$ cat src/rtl/fetch_unit.sv
// Instruction fetch sequencer: requests the word at pc, hands it downstream,
// pulses the program counter and honours jump redirects and memory timeouts.
module fetch_unit #(
    parameter int unsigned ADDRESS_WIDTH  = 16,
    parameter int unsigned DATA_WIDTH     = 16,
    parameter int unsigned TIMEOUT_CYCLES = 15
) (
    input  logic                     clock,
    input  logic                     reset,
    input  logic [ADDRESS_WIDTH-1:0] pc,
    output logic                     pc_enable,
    output logic                     pc_load,
    output logic [ADDRESS_WIDTH-1:0] pc_address,
    output logic [ADDRESS_WIDTH-1:0] mem_addr,
    output logic                     mem_read,
    input  logic [DATA_WIDTH-1:0]    mem_data,
    input  logic                     mem_ready,
    output logic [DATA_WIDTH-1:0]    instr,
    output logic                     instr_valid,
    input  logic                     instr_ready,
    input  logic                     redirect,
    input  logic [ADDRESS_WIDTH-1:0] redirect_target,
    output logic                     fetch_error
);

    localparam int unsigned CNT_W = 8;
    localparam logic [CNT_W-1:0] TIMEOUT_LIM = CNT_W'(TIMEOUT_CYCLES);

    typedef enum logic [2:0] {
        S_IDLE,
        S_REQUEST,
        S_WAIT,
        S_HOLD,
        S_ADVANCE,
        S_LOAD,
        S_HALT
    } state_e;

    state_e                   state_q, state_d;
    logic                     pc_enable_q, pc_enable_d;
    logic                     pc_load_q, pc_load_d;
    logic [ADDRESS_WIDTH-1:0] pc_address_q, pc_address_d;
    logic [ADDRESS_WIDTH-1:0] mem_addr_q, mem_addr_d;
    logic                     mem_read_q, mem_read_d;
    logic [DATA_WIDTH-1:0]    instr_q, instr_d;
    logic                     instr_valid_q, instr_valid_d;
    logic                     fetch_error_q, fetch_error_d;
    logic [CNT_W-1:0]         wait_cnt_q, wait_cnt_d;

    // State and output registers
    always_ff @(posedge clock or posedge reset) begin
        if (reset) begin
            state_q       <= S_IDLE;
            pc_enable_q   <= 1'b0;
            pc_load_q     <= 1'b1;
            pc_address_q  <= '0;
            mem_addr_q    <= '0;
            mem_read_q    <= 1'b0;
            instr_q       <= '0;
            instr_valid_q <= 1'b0;
            fetch_error_q <= 1'b0;
            wait_cnt_q    <= '0;
        end else begin
            state_q       <= state_d;
            pc_enable_q   <= pc_enable_d;
            pc_load_q     <= pc_load_d;
            pc_address_q  <= pc_address_d;
            mem_addr_q    <= mem_addr_d;
            mem_read_q    <= mem_read_d;
            instr_q       <= instr_d;
            instr_valid_q <= instr_valid_d;
            fetch_error_q <= fetch_error_d;
            wait_cnt_q    <= wait_cnt_d;
        end
    end

    // Next-state and next-output logic; a redirect outside LOAD overrides everything
    always_comb begin
        state_d       = state_q;
        pc_enable_d   = pc_enable_q;
        pc_load_d     = pc_load_q;
        pc_address_d  = pc_address_q;
        mem_addr_d    = mem_addr_q;
        mem_read_d    = mem_read_q;
        instr_d       = instr_q;
        instr_valid_d = instr_valid_q;
        fetch_error_d = fetch_error_q;
        wait_cnt_d    = wait_cnt_q;

        if (redirect && (state_q != S_LOAD)) begin
            state_d       = S_LOAD;
            pc_load_d     = 1'b0;
            pc_address_d  = redirect_target;
            mem_read_d    = 1'b0;
            instr_valid_d = 1'b0;
            pc_enable_d   = 1'b0;
        end else begin
            unique case (state_q)
                S_IDLE: state_d = S_REQUEST;
                S_REQUEST: begin
                    mem_addr_d = pc;
                    mem_read_d = 1'b1;
                    wait_cnt_d = '0;
                    state_d    = S_WAIT;
                end
                S_WAIT: begin
                    if (mem_ready) begin
                        instr_d       = mem_data;
                        instr_valid_d = 1'b1;
                        mem_read_d    = 1'b0;
                        state_d       = S_HOLD;
                    end else begin
                        wait_cnt_d = wait_cnt_q + CNT_W'(1);
                        if (wait_cnt_d == TIMEOUT_LIM) begin
                            fetch_error_d = 1'b1;
                            mem_read_d    = 1'b0;
                            state_d       = S_HALT;
                        end
                    end
                end
                S_HOLD: begin
                    if (instr_valid_q && instr_ready) begin
                        instr_valid_d = 1'b0;
                        pc_enable_d   = 1'b1;
                        state_d       = S_ADVANCE;
                    end
                end
                S_ADVANCE: begin
                    pc_enable_d = 1'b0;
                    state_d     = S_REQUEST;
                end
                S_LOAD: begin
                    pc_load_d = 1'b1;
                    state_d   = S_REQUEST;
                end
                S_HALT: state_d = S_HALT;
                default: state_d = S_IDLE;
            endcase
        end
    end

    assign pc_enable   = pc_enable_q;
    assign pc_load     = pc_load_q;
    assign pc_address  = pc_address_q;
    assign mem_addr    = mem_addr_q;
    assign mem_read    = mem_read_q;
    assign instr       = instr_q;
    assign instr_valid = instr_valid_q;
    assign fetch_error = fetch_error_q;

endmodule
$ cat config.mk
export PLATFORM = sky130hd
export DESIGN_NAME = fetch_unit
export DESIGN_NICKNAME = d
export VERILOG_FILES = /design/src/rtl/fetch_unit.sv
export SDC_FILE = /design/constraint.sdc
export NUM_CORES = 1
export LEC_CHECK = 0
export CAP_MARGIN = 20
export CORE_MARGIN = 3
export CORE_UTILIZATION = 47
export CTS_CLUSTER_DIAMETER = 100
export CTS_CLUSTER_SIZE = 14
export DETAILED_ROUTE_END_ITERATION = 10
export PLACE_DENSITY_LB_ADDON = 0.08
export SYNTH_ARGS = -nofsm -noshare
export SYNTH_HDL_FRONTEND = slang
export SYNTH_SLANG_ARGS = --single-unit
$ cat constraint.sdc
create_clock -name clock -period 3.6 [get_ports clock]
set_clock_uncertainty 0.05 [all_clocks]
set_input_delay 0.72 -clock clock [delete_from_list [all_inputs] [get_ports clock]]
set_output_delay 0.72 -clock clock [all_outputs]
set_load 0.02 [all_outputs]
==> metrics <==
CTS sink count 64; Max clock buf depth 2; detailed placement HPWL 4390 um; Synth Area per Inst 13.1 um2; cts hold-fix bufs 0; most common cell after layout, fill and taps aside clkdlybuf4s50_1; Hold WS 0.437 ns; post-synth cell types 40; Mapped Cells 208; post-synthesis cell area 0.00272 mm2; Root Buffer clkbuf_8; Max-cap violations 0; # placed instances 377; layout cell share with drive strength beyond 1 21.8%; pin count of the biggest net entering global routing 40; CTS clk-pin slew, worst paths 0.07 ns; Area Growth Syn to Fin 49.1%; htree depth 3; critical path endpoint category register; I/O pin count 106; syn nets 263; sequential share of the synthesized area 59.0%; starting density of the core 49.0%; ys flop type dfrtp_1; fmax 0.405 GHz; worst vdd ir 0.000575 V; relative slew slack 47.0%; diode count 0; nets 371; final core area utilization 73.1%; WL final 6100 um; I/O Buffers 105; First-pass DRT Iterations 4; Min-Delay Path Class reg2reg; most frequent cells in the layout clkdlybuf4s50_1, dfrtp_1, mux2_2; Iter 0 DRT Violations 58; Die H 82.0 um; RSZ-0062 raised after global routing false; TritonCTS clock tree built; core area 0.00554 mm2; warnings from Yosys 0; CTS resizes 0; final total power 2.97 mW; Post-synth EDFFs 0; Post-CTS Setup Inserts 0; arrival time at the worst endpoint 2.68 ns; Hold Path End pc_load; Final Cycle Share 68.6%; vias per inst 5.12; via count 2012; # rows 27; total grt overflow 0; Hold Startpoint pc_load; Finished Cell Area 0.00405 mm2; RR Endpoint pc_address[4]; fill cell count 406; Final setup viols 0; GRT Total Usage 19.5%; outcome finished clean; required time worst endpoint 3.81 ns; final hold viol count 0; first-pass GRT wire length 9570 um; DRC errors left 0; total CTS buffers 9; post-route insts no fill 393; hold path depth 2; #FFs+latches synth 64; Pleak 1.68 nW; maximum fanout along the worst path 11; pwr dens 732 mW/mm2; Reg2Reg Launch Point state_q[0]; async set-reset flop share out of synthesis 100%; Area after DPL 0.00380 mm2; vias in the first global route 1928; Clock Latency Late Sink 0.33 ns; post-route ant nets 0; PnR worst setup slack 1.13 ns; post-place setup slack 0.769 ns; WS Path Type in2reg; CP startpoint kind primary input; Setup TNS 0 ns; GP Congestion 0.774; worst reg2reg path depth 4; Die Wd 82.0 um; initial antenna violation count 0; area of the die 0.00672 mm2; Tmin final 2.47 ns; final count of pins violating max slew 0; reg2reg setup slack 1.49 ns; Worst Max-Slew Pin Slew 0.794 ns; Avg WL per Cell 15.5 um
-- synth_stat cells, drive strengths merged (2+ instances only) --
| library cell | instances | area [um2] |
|---|---|---|
| dfrtp | 63 | 1580 |
| mux2 | 48 | 541 |
| o21ai | 15 | 75.1 |
| nand2 | 10 | 37.5 |
| buf | 8 | 58.8 |
| nand3 | 7 | 35.0 |
| inv | 6 | 22.5 |
| nor2 | 5 | 18.8 |
| a21oi | 4 | 20.0 |
| o22ai | 3 | 18.8 |
| xor2 | 3 | 26.3 |
| a21o | 2 | 15.0 |
| and2 | 2 | 12.5 |
| clkbuf | 2 | 7.51 |
| ha | 2 | 25.0 |
| nand4 | 2 | 12.5 |
| nor2b | 2 | 12.5 |
| nor3b | 2 | 15.0 |
| nor4 | 2 | 12.5 |
| or3 | 2 | 12.5 |
-- how the worst max path moves through the flow --
stage,from,end,slack (ns)
after floorplan,reset,fetch_error,1.23
after CTS,redirect,instr[10],1.13
after detailed placement,redirect,instr[7],0.77
after global placement,redirect,instr[3],0.81
final,redirect,wait_cnt_q[4],1.13
after global routing,redirect,instr[13],1.01
-- per-layer routing --
layer  global-route usage (%)  wire length (um)
met4                     10.5                89
met1                     24.0              2500
met5                        0                 0
met3                     7.46               476
met2                     29.4              3040
-- cells by family after synthesis --
family	share of synthesized area [%]
muxes	19.9
adders and majority gates	0.922
AOI/OAI and AO/OA	7.37
and+or+nand+nor	8.53
DFF	59.0
buffers and inverters	3.27
xor gates and xnor gates	0.968
-- final cells by class --
class,instances,area (um2),share of cell area (%)
clock buffer,9,124,3.06
clock inverter,7,120,2.97
inverter,6,22.5,0.556
multi-input combinational,128,1020,25.3
sequential,64,1600,39.6
tap,72,90.1,2.22
timing repair buffer,107,1070,26.3
-- worst max-delay path, stage by stage --
cell	delay [ns]
clkdlybuf4s50_1	0.60
or4b_4	0.58
or2_1	0.32
or3_1	0.37
o21ai_1	0.08
-- where the power goes --
part           switching (mW)  internal [mW]
Combinational           0.518          0.616
Clock                   0.288          0.459
Sequential              0.133          0.951
-- flip-flops by register name, summed over array words and instances (netlist names) --
name,flops
instr,16
mem_addr,16
wait_cnt_q,8
mem_read,1
fetch_error,1
instr_valid,1
pc_address,16
state_q,3
pc_load,1
pc_enable,1
Power figures use the tool's default switching activity.
==> patch 1, RTL diff (same settings) <==
The localparam `CNT_W` goes from 8 to 9.
--- a/src/rtl/fetch_unit.sv
+++ b/src/rtl/fetch_unit.sv
@@ -23,7 +23,7 @@
     output logic                     fetch_error
 );
 
-    localparam int unsigned CNT_W = 8;
+    localparam int unsigned CNT_W = 9;
     localparam logic [CNT_W-1:0] TIMEOUT_LIM = CNT_W'(TIMEOUT_CYCLES);
 
     typedef enum logic [2:0] {
Behaviour: no difference found for any inputs over 10 cycles, from zero or initial values and one cycle with reset high; that may be too few to reach the edited logic, so the function may still have changed.
==> patch 1 against the unedited design <==
- highest routed layer unchanged
- largest cell class unchanged
- total power up 13%
- largest power group unchanged
- routed wire length rose by 2.7%
- area after synthesis grew 4.7%
- cell area increased by 2.3%
- setup slack gained 0.062 ns
- sequential cell count up 1
- critical path depth down 1
==> patch 1: results (changes against the unedited design) <==
syn_avg_cell_area_um2: 12.7  # -2.4%
finalWirelength_mm: 6.27  # +2.7%
use_met3_pct: 5.43  # -2.0 points
n_all_buffers: 108  # +0.93%
routed-wl-met3_um: 388  # -18%
grtUsageMet2_pct: 28.9  # -0.48 points
nonClkBufAreaFrac_pct: 26.2  # -0.11 points
clkbuf_count: 13  # +4
synth-compound-area-share_pct: 7.49  # +0.11 points
multi_input_gates: 142  # +11%
clkPwrFrac_pct: 17.8  # -7.4 points
synth_xor_area_share_pct: 1.23  # +0.27 points
multi_input_area_um2: 1120  # +9.8%
outcome: "completed"
slowest_stage: "and2_1"
synth-adder-area-share_pct: 0.881  # -0.041 points
ir_drop_v: 0.000542  # -5.7%
yosysUniqueCellTypes: 46  # +15%
wl_met1_mm: 2.65  # +6.2%
max-slew-margin-rel_pct: 51.6  # +4.6 points
vias: 2141  # +6.4%
multi_input_area_share_pct: 27.1  # +1.8 points
worstPathMaxFanout: 17  # +6
globalplace.congestion: 0.850  # +9.7%
grt.total_usage_pct: 18.9  # -0.60 points
grt_pass1_wl_mm: 10.6  # +10%
fill_cells: 409  # +0.74%
hpwl_mm: 4.58  # +4.2%
internal_power_w: 0.00220  # +8.7%
## patch 1: cell count changes in the layout (fill, tap and decap cells not counted), moves of 3 or more
cell / unedited run / this run
nand3_1: 7 / 4
nand2_1: 10 / 16
nor2_1: 5 / 10
clkinvlp_4: 4 / 0
clkbuf_1: 0 / 3
o31ai_1: 0 / 3
nand2b_1: 0 / 3
## patch 1: worst paths after layout
| check | cells after the start | end | startpoint | slack, ns |
|---|---|---|---|---|
| max | 4 | mem_addr[13]$_DFFE_PP0P_ | redirect | 1.19 |
| min reg2reg | 2 | pc_load$_DFFE_PP1P_ | pc_load$_DFFE_PP1P_ | 0.43 |
| max in group asynchronous | 4 | pc_address[10]$_DFFE_PP0P_ | reset | 2.32 |
| min | 2 | pc_load$_DFFE_PP1P_ | pc_load$_DFFE_PP1P_ | 0.43 |
| min in group asynchronous | 2 | wait_cnt_q[8]$_DFFE_PP0P_ | reset | 0.52 |
| max reg2reg | 6 | mem_read$_DFFE_PP0P_ | wait_cnt_q[0]$_DFFE_PP0P_ | 1.65 |
==> patch 2, RTL diff (same flow settings) <==
Without the edit above. Take the reset off `mem_addr_q` and load it in a clocked block of its own.
--- a/src/rtl/fetch_unit.sv
+++ b/src/rtl/fetch_unit.sv
@@ -54,7 +54,6 @@
             pc_enable_q   <= 1'b0;
             pc_load_q     <= 1'b1;
             pc_address_q  <= '0;
-            mem_addr_q    <= '0;
             mem_read_q    <= 1'b0;
             instr_q       <= '0;
             instr_valid_q <= 1'b0;
@@ -65,13 +64,16 @@
             pc_enable_q   <= pc_enable_d;
             pc_load_q     <= pc_load_d;
             pc_address_q  <= pc_address_d;
-            mem_addr_q    <= mem_addr_d;
             mem_read_q    <= mem_read_d;
             instr_q       <= instr_d;
             instr_valid_q <= instr_valid_d;
             fetch_error_q <= fetch_error_d;
             wait_cnt_q    <= wait_cnt_d;
         end
+    end
+
+    always_ff @(posedge clock) begin
+        mem_addr_q <= mem_addr_d;
     end
 
     // Next-state and next-output logic; a redirect outside LOAD overrides everything
Behaviour: differs if reset is asserted again (counterexample within 4 cycles, from zero or initial values and one cycle with reset high); with reset held inactive, the same outputs for 10 cycles.
==> patch 2 against the unedited design <==
- non-clock buffer count unchanged
- total power fell by 2.8%
- register-to-register slack improved by 0.16 ns
- combinational power about the same
- routed wire length fell by 3.3%
- sequential cell count stayed put
- setup slack worse by 0.037 ns
- cell area shrank 1.9%
- worst hold slack got worse by 0.011 ns
- area after synthesis fell by 1.8%
- count of clock-buffer cells in the layout grew 2
- critical path depth rose by 1
- largest cell class unchanged
- largest power group is now registers
==> patch 2: results (changes against the unedited design) <==
outcome: "completed"
synthArstFlopShare_pct: 75.0  # -25 points
globalplace.congestion: 0.742  # -4.2%
routed-wl-met3_um: 439  # -7.8%
hpwl_mm: 4.23  # -3.6%
synth_edf_count: 16  # +16
drive_gt1_share_pct: 17.7  # -4.1 points
multi_input_gates: 126  # -1.6%
fp.dieW_um: 81.3  # -0.84%
fill_cells: 365  # -10%
grt_max_degree: 49  # +23%
place_area_um2: 3750  # -1.3%
use_met3_pct: 5.21  # -2.2 points
p_seq_w: 0.00114  # +6%
worstPathMaxFanout: 16  # +5
syn_inst: 203  # -2.4%
ir_drop_v: 0.000431  # -25%
clkbuf_count: 11  # +2
pwr-share-comb_pct: 39.3  # +1.1 points
sh_seq_area_pct: 42.4  # +2.8 points
grt_pass1_vias: 1878  # -2.6%
syn_nets: 258  # -1.9%
placed_cells: 369  # -2.1%
switching_share_pct: 33.1  # +1.5 points
wl_per_cell_um: 15.3  # -1.5%
vias_per_cell: 5.10  # -0.31%
reg2reg_from: "state_q[2]$_DFFE_PP0P_"
yosys-top-cells-area: "dfrtp_1 44%, edfxtp_1 18%, mux2_2 14%"
min_path_cells: 2  # unchanged
worstReg2RegEnd: "wait_cnt_q[3]$_DFFE_PP0P_"
yosysSeqAreaShare_pct: 63.1  # +4.1 points
yosysUniqueCellTypes: 42  # +5.0%
vias: 1970  # -2.1%
dp_worst_setup_slack_ns: 0.758  # -0.0105 ns
drt_iter0_drc: 72  # +24%
inverters: 3  # -3
grt_pass1_wl_mm: 9.27  # -3.1%
max-slew-margin-rel_pct: 56.2  # +9.2 points
met2_length_mm: 2.93  # -3.8%
grtUsageMet2_pct: 30.1  # +0.73 points
grt.total_usage_pct: 18.8  # -0.61 points
p_leak_nw: 1.64  # -2.8%
multi_input_area_share_pct: 23.0  # -2.3 points
nonClkBufAreaFrac_pct: 27.1  # +0.82 points
slowest_stage: "or4_1"
synth_common_cells: "47 x dfrtp_1, 32 x mux2_2, 18 x o21ai_0"
seq_area_um2: 1680  # +5.0%
rrSetupSlack_ns: 1.65  # +0.16 ns
yosys_most_used_dff: "dfrtp_1"
cp.arrival_ns: 2.69  # about the same
wl_met1_mm: 2.43  # -2.5%
cts_root_buffer: "clkbuf_8"
gr-usage-met1_pct: 23.5  # -0.43 points
-- patch 2: changes by cell type after synthesis, moves of 4 or more --
| cell | unedited run | this run |
|---|---|---|
| dfrtp_1 | 63 | 47 |
| edfxtp_1 | 0 | 16 |
| mux2_2 | 48 | 32 |
| nand2_1 | 10 | 14 |
| nor2_1 | 5 | 11 |
| o21ai_0 | 12 | 18 |
| o31ai_1 | 0 | 4 |
-- patch 2: worst max path at each step --
stage | startpoint | endpoint | slack [ns] | cells after the start
floorplan | redirect | mem_addr[0]$_DFFE_PP_ | 1.06 | 2
global placement | redirect | instr[2]$_DFFE_PP0P_ | 0.78 | 5
detailed placement | redirect | instr[11]$_DFFE_PP0P_ | 0.76 | 5
CTS | redirect | wait_cnt_q[3]$_DFFE_PP0P_ | 1.11 | 6
global route | redirect | wait_cnt_q[3]$_DFFE_PP0P_ | 0.90 | 6
finish | redirect | wait_cnt_q[3]$_DFFE_PP0P_ | 1.09 | 6
-- patch 2: stage by stage --
stage | total power [W] | hold slack [ns]
floorplan | 0.00173 | 0.425
global placement | 0.00226 | 0.417
detailed placement | 0.00230 | 0.411
CTS | 0.00291 | 0.436
global route | 0.00304 | 0.458
finish | 0.00288 | 0.426
-- patch 2: cells by family (layout without fill, tap and decap cells) --
| group | Yosys count | count (layout) | share of synthesized area [%] |
|---|---|---|---|
| AO/OA/AOI/OAI | 38 | 38 | 8.59 |
| XOR/XNOR | 1 | 1 | 0.329 |
| adder cells (fa/ha/maj) | 2 | 2 | 0.938 |
| buffers and inverters | 13 | 126 | 2.77 |
| flip-flops | 64 | 64 | 63.1 |
| multiplexers | 32 | 32 | 13.5 |
| AND/OR/NAND/NOR | 53 | 53 | 10.7 |
